**src/rtl/id_ex_pipe_reg.sv**
```systemverilog
// id_ex_pipe_reg: ID/EX boundary register with load-use bubble insertion,
// branch flush, back-end stall hold and writeback refresh of held operands.
module id_ex_pipe_reg #(
    parameter int CW_WIDTH = 128,
    parameter int XLEN     = 32,
    parameter int CNT_W    = 16
) (
    input  logic                clk,
    input  logic                rst,
    input  logic                id_valid_i,
    input  logic [CW_WIDTH-1:0] id_ctrl_i,
    input  logic [4:0]          id_rd_i,
    input  logic [4:0]          id_rs1_i,
    input  logic [4:0]          id_rs2_i,
    input  logic [XLEN-1:0]     id_rs1_data_i,
    input  logic [XLEN-1:0]     id_rs2_data_i,
    input  logic [XLEN-1:0]     id_imm_i,
    input  logic                id_is_load_i,
    input  logic                ex_stall_i,
    input  logic                flush_i,
    input  logic                wb_we_i,
    input  logic [4:0]          wb_rd_i,
    input  logic [XLEN-1:0]     wb_data_i,
    output logic                id_stall_o,
    output logic                ex_valid_o,
    output logic [CW_WIDTH-1:0] ex_ctrl_o,
    output logic [4:0]          ex_rd_o,
    output logic [4:0]          ex_rs1_o,
    output logic [4:0]          ex_rs2_o,
    output logic [XLEN-1:0]     ex_rs1_data_o,
    output logic [XLEN-1:0]     ex_rs2_data_o,
    output logic [XLEN-1:0]     ex_imm_o,
    output logic                ex_is_load_o,
    output logic [CNT_W-1:0]    bubble_cnt_o
);
    typedef struct packed {
        logic                valid;
        logic [CW_WIDTH-1:0] ctrl;
        logic [4:0]          rd;
        logic [4:0]          rs1;
        logic [4:0]          rs2;
        logic [XLEN-1:0]     rs1_data;
        logic [XLEN-1:0]     rs2_data;
        logic [XLEN-1:0]     imm;
        logic                is_load;
    } ex_t;

    ex_t              ex_q, ex_d, cap;
    logic [CNT_W-1:0] cnt_q, cnt_d;
    logic             wb_hit, hazard;
    logic [XLEN-1:0]  byp1, byp2;

    assign wb_hit = wb_we_i & (wb_rd_i != 5'd0);
    // x0 always reads as zero, whatever the regfile port returns
    assign byp1 = (id_rs1_i == 5'd0) ? '0 : (wb_hit && wb_rd_i == id_rs1_i) ? wb_data_i : id_rs1_data_i;
    assign byp2 = (id_rs2_i == 5'd0) ? '0 : (wb_hit && wb_rd_i == id_rs2_i) ? wb_data_i : id_rs2_data_i;

    assign hazard = id_valid_i & ex_q.valid & ex_q.is_load & (ex_q.rd != 5'd0)
                  & ((id_rs1_i == ex_q.rd) | (id_rs2_i == ex_q.rd));
    assign id_stall_o = ~flush_i & (ex_stall_i | hazard);

    always_comb begin
        cap.valid    = id_valid_i;
        cap.ctrl     = id_ctrl_i;
        cap.rd       = id_rd_i;
        cap.rs1      = id_rs1_i;
        cap.rs2      = id_rs2_i;
        cap.rs1_data = byp1;
        cap.rs2_data = byp2;
        cap.imm      = id_imm_i;
        cap.is_load  = id_is_load_i;
        ex_d         = ex_q;
        cnt_d        = cnt_q;
        if (flush_i) begin
            ex_d = '0;
        end else if (ex_stall_i) begin
            ex_d.rs1_data = (wb_hit && wb_rd_i == ex_q.rs1) ? wb_data_i : ex_q.rs1_data;
            ex_d.rs2_data = (wb_hit && wb_rd_i == ex_q.rs2) ? wb_data_i : ex_q.rs2_data;
        end else if (hazard) begin
            ex_d  = '0;
            cnt_d = (&cnt_q) ? cnt_q : cnt_q + 1'b1;
        end else begin
            ex_d = cap;
        end
    end

    always_ff @(posedge clk or negedge rst) begin
        if (!rst) begin
            ex_q  <= '0;
            cnt_q <= '0;
        end else begin
            ex_q  <= ex_d;
            cnt_q <= cnt_d;
        end
    end

    assign ex_valid_o    = ex_q.valid;
    assign ex_ctrl_o     = ex_q.ctrl;
    assign ex_rd_o       = ex_q.rd;
    assign ex_rs1_o      = ex_q.rs1;
    assign ex_rs2_o      = ex_q.rs2;
    assign ex_rs1_data_o = ex_q.rs1_data;
    assign ex_rs2_data_o = ex_q.rs2_data;
    assign ex_imm_o      = ex_q.imm;
    assign ex_is_load_o  = ex_q.is_load;
    assign bubble_cnt_o  = cnt_q;
endmodule

```
**config.mk**
```make
export PLATFORM = sky130hd
export DESIGN_NAME = id_ex_pipe_reg
export DESIGN_NICKNAME = d
export VERILOG_FILES = /design/src/rtl/id_ex_pipe_reg.sv
export SDC_FILE = /design/constraint.sdc
export NUM_CORES = 1
export LEC_CHECK = 0
export ABC_CLOCK_PERIOD_IN_PS = 2600
export BUFFER_PORTS_ARGS = -buffer_cell sky130_fd_sc_hd__buf_4
export CORE_AREA = 2 2 208 210
export CTS_BUF_LIST = sky130_fd_sc_hd__clkbuf_8
export CTS_CLUSTER_DIAMETER = 50
export CTS_CLUSTER_SIZE = 20
export DETAILED_ROUTE_END_ITERATION = 16
export DIE_AREA = 0 0 210 212
export PLACE_DENSITY = 0.6
export SKIP_LAST_GASP = 1
export SLEW_MARGIN = 20
export SYNTH_ARGS = -nofsm -noshare
export SYNTH_HDL_FRONTEND = slang
export SYNTH_SLANG_ARGS = --single-unit
```
**constraint.sdc**
```tcl
create_clock -name clk -period 2.6 [get_ports clk]
set_clock_uncertainty 0.1 [all_clocks]
set_input_delay 0.52 -clock clk [delete_from_list [all_inputs] [get_ports clk]]
set_output_delay 0.52 -clock clk [all_outputs]
set_load 0.05 [all_outputs]
```
==> results.json <==
{
  "status": "complete, but fails checks",
  "violations": "setup timing",
  "power_density_nw_per_um2": 597,
  "core_area_um2": 42500,
  "syn-num-nets": 1165,
  "hold_path_depth": 2,
  "synth_area_leaders": "dfrtp_1 (58%), a22o_1 (19%), mux2i_1 (5.8%)",
  "antenna_left": 0,
  "grt_max_degree": 72,
  "synth_seq_cells": 257,
  "tns_ns": -0.319,
  "finalNonFillerCells": 2101,
  "worst_slew_pin_slew_ns": 0.795,
  "synth_area_um2": 11000,
  "yosys-top-cells-count": "dfrtp_1 (257), a22o_1 (241), mux2i_1 (64)",
  "vias": 10200,
  "cp.depth": 7,
  "hp-class": "in -> reg",
  "arrival_ns": 2.30,
  "critPathSlowestCell": "or4_4",
  "grt_pass1_wl_mm": 64.3,
  "synth_edf_count": 0,
  "setup_viol": 1,
  "async_flop_share": 1.00,
  "post-dp-hpwl_mm": 31.1,
  "cap_violations": 0,
  "rsz0062_at_grt": "true",
  "cts_sinks": 257,
  "path_max_fanout": 2,
  "period_share": 1.12,
  "slowest_delay_ns": 0.54,
  "clockBufferDepth": 3,
  "fillCellCount": 3995,
  "nets": 1814,
  "globalRouteTotalUtil": 0.188,
  "drv_slew": 0,
  "initial_utilization": 0.259,
  "final_cell_area_um2": 17800,
  "die-height_um": 212,
  "setup_ws_ns": -0.319,
  "ys.flop_type": "dfrtp_1",
  "grt_overflow": 0,
  "fmax_ghz": 0.343,
  "place_inst": 1951,
  "drive_above_1_share": 0.440,
  "cp_num_buf_inv": 2,
  "synth_cells": 881,
  "grt_pass1_vias": 10800,
  "critPathLaunchType": "flip-flop",
  "final_util": 0.420,
  "htree_levels": 2,
  "required_ns": 1.98,
  "syn_to_final_growth_pct": 62.1,
  "io_pins": 541,
  "postSynthAreaPerCell_um2": 12.5,
  "yosysTopAreaCellShare": 0.584,
  "p_leak_nw": 8.82,
  "irDropWorstVdd_uv": 402,
  "synth_cell_type_count": 39,
  "drt_iter0_markers": 696,
  "ys_warn_count": 0,
  "viasPerCell": 4.87,
  "clk_pin_slew_worst_paths_ns": 0.07,
  "cp-end-kind": "primary output",
  "io_buffers": 540,
  "drt-total-wl_mm": 43.9,
  "yosysMostFrequentCell": "dfrtp_1",
  "path_delay_family": "simple AND/OR/NAND/NOR gates",
  "slew_headroom": 0.466,
  "synth_top_cell_by_area": "dfrtp_1",
  "cts_buffers": 35,
  "dr.pass1.iters": 5,
  "timing_worst_setup_path_type": "reg -> out",
  "wire_per_inst_um": 20.9,
  "fin_crit_ns": 2.92,
  "finalHoldViolCount": 0,
  "die_area_um2": 44500,
  "cp_common_cell": "nor2_4",
  "place_congestion": 0.824,
  "crit_chain": "or4_4, o2111ai_4, nor2_4, buf_6, nor2_4, nor2_4, buf_8",
  "rr_worst_depth": 8,
  "clkLatencyLatePin_ns": 0.57,
  "yosysSeqAreaShare": 0.584,
  "cts-root-buf": "clkbuf_8",
  "cts_tree": "yes",
  "rows": 76,
  "die_w_um": 210,
  "antenna_found_initial": 2,
  "placedInstanceArea_um2": 16100,
  "drcViolationCount": 0,
  "hold_ws_ns": 0.0670
}
timing repair:
action	in CTS	in global routing
hold endpoints to repair	133	0
setup buffers	1	4
hold buffers	80	0
endpoints found under the setup margin	178	133
gates resized for setup	8	6
pin swaps	2	5
gates cloned	0	2
power breakdown:
part | total, W | switching (W) | internal [W]
Combinational | 0.00273 | 0.00167 | 0.00106
Clock | 0.00350 | 0.00174 | 0.00176
Sequential | 0.00442 | 0.000174 | 0.00425
through the flow:
step	power (W)	worst slack (ns)
floorplan	0.00591	0.0128
global placement	0.00707	-0.363
detailed placement	0.00709	-0.433
CTS	0.0108	-0.451
global route	0.0111	-0.431
finish	0.0107	-0.319
state kept, by name, indices dropped and copies added, names as in the netlist:
name	flops
ex_imm_o	32
ex_ctrl_o	128
ex_is_load_o	1
bubble_cnt_o	16
ex_valid_o	1
ex_rs1_o	5
ex_rs2_o	5
ex_rs1_data_o	32
ex_rd_o	5
ex_rs2_data_o	32
layout by cell type (no fill, tap or decap), types with 3 or more instances in the layout:
master         instances
buf_12                16
buf_4                584
dfrtp_1              257
and3_1                 3
a21oi_1               32
clkbuf_8              39
nor3_1                 3
and4_1                 3
nand4_1                6
xor2_1                18
dlygate4sd3_1         80
a22o_1               241
clkinvlp_4             6
nand3_1                8
mux2i_1               64
inv_1                 33
xnor2_1               27
nor2_4                 3
o21ai_1               30
bufinv_16              3
clkinv_2               3
nor2_1                 6
o21ai_0               34
nand2_1               14
inv_6                  3
clkinv_4               3
cells by family (layout without fill, tap and decap cells):
logic type,Yosys count,in the layout,share of synthesized area
adder cells (fa/ha/maj),1,1,0.00114
multiplexers,65,65,0.0592
other,0,1,0
AND/OR/NAND/NOR,58,58,0.0308
AO/OA/AOI/OAI,347,347,0.245
flip-flops,257,257,0.584
XOR/XNOR,45,45,0.0358
buffers and inverters,108,781,0.0442
final timing paths:
check | to | slack, ns | start
hold reg to reg | bubble_cnt_o[14]$_DFFE_PN0P_ | 0.40 | bubble_cnt_o[14]$_DFFE_PN0P_
hold / removal | ex_is_load_o$_DFFE_PN0P_ | 0.07 | id_is_load_i
setup reg to reg | ex_ctrl_o[105]$_DFFE_PN0P_ | 0.04 | ex_rd_o[2]$_DFFE_PN0P_
min in group asynchronous | ex_rs2_data_o[6]$_DFFE_PN0P_ | 0.44 | rst
setup / recovery | id_stall_o | -0.32 | ex_rd_o[2]$_DFFE_PN0P_
max in group asynchronous | ex_ctrl_o[101]$_DFFE_PN0P_ | 1.25 | rst
layer usage:
layer  part of all wire  track usage  up-vias
met5                  0            0        -
met4              0.034       0.0699        0
met1               0.39        0.221     5004
met2               0.49        0.318      532
met3              0.091       0.0654       90
li1                   -            -     4605
layout make-up:
cell class	instances	area [um2]	area share
Clock inverter	22	245	0.0137
Clock buffer	39	537	0.0301
Antenna cell	1	2.50	0.000140
Multi-Input combinational cell	516	4170	0.233
Inverter	32	120	0.00673
Sequential cell	257	6430	0.360
Timing Repair Buffer	688	5660	0.317
Tap cell	546	683	0.0383
(Power assumes the default switching activity.)
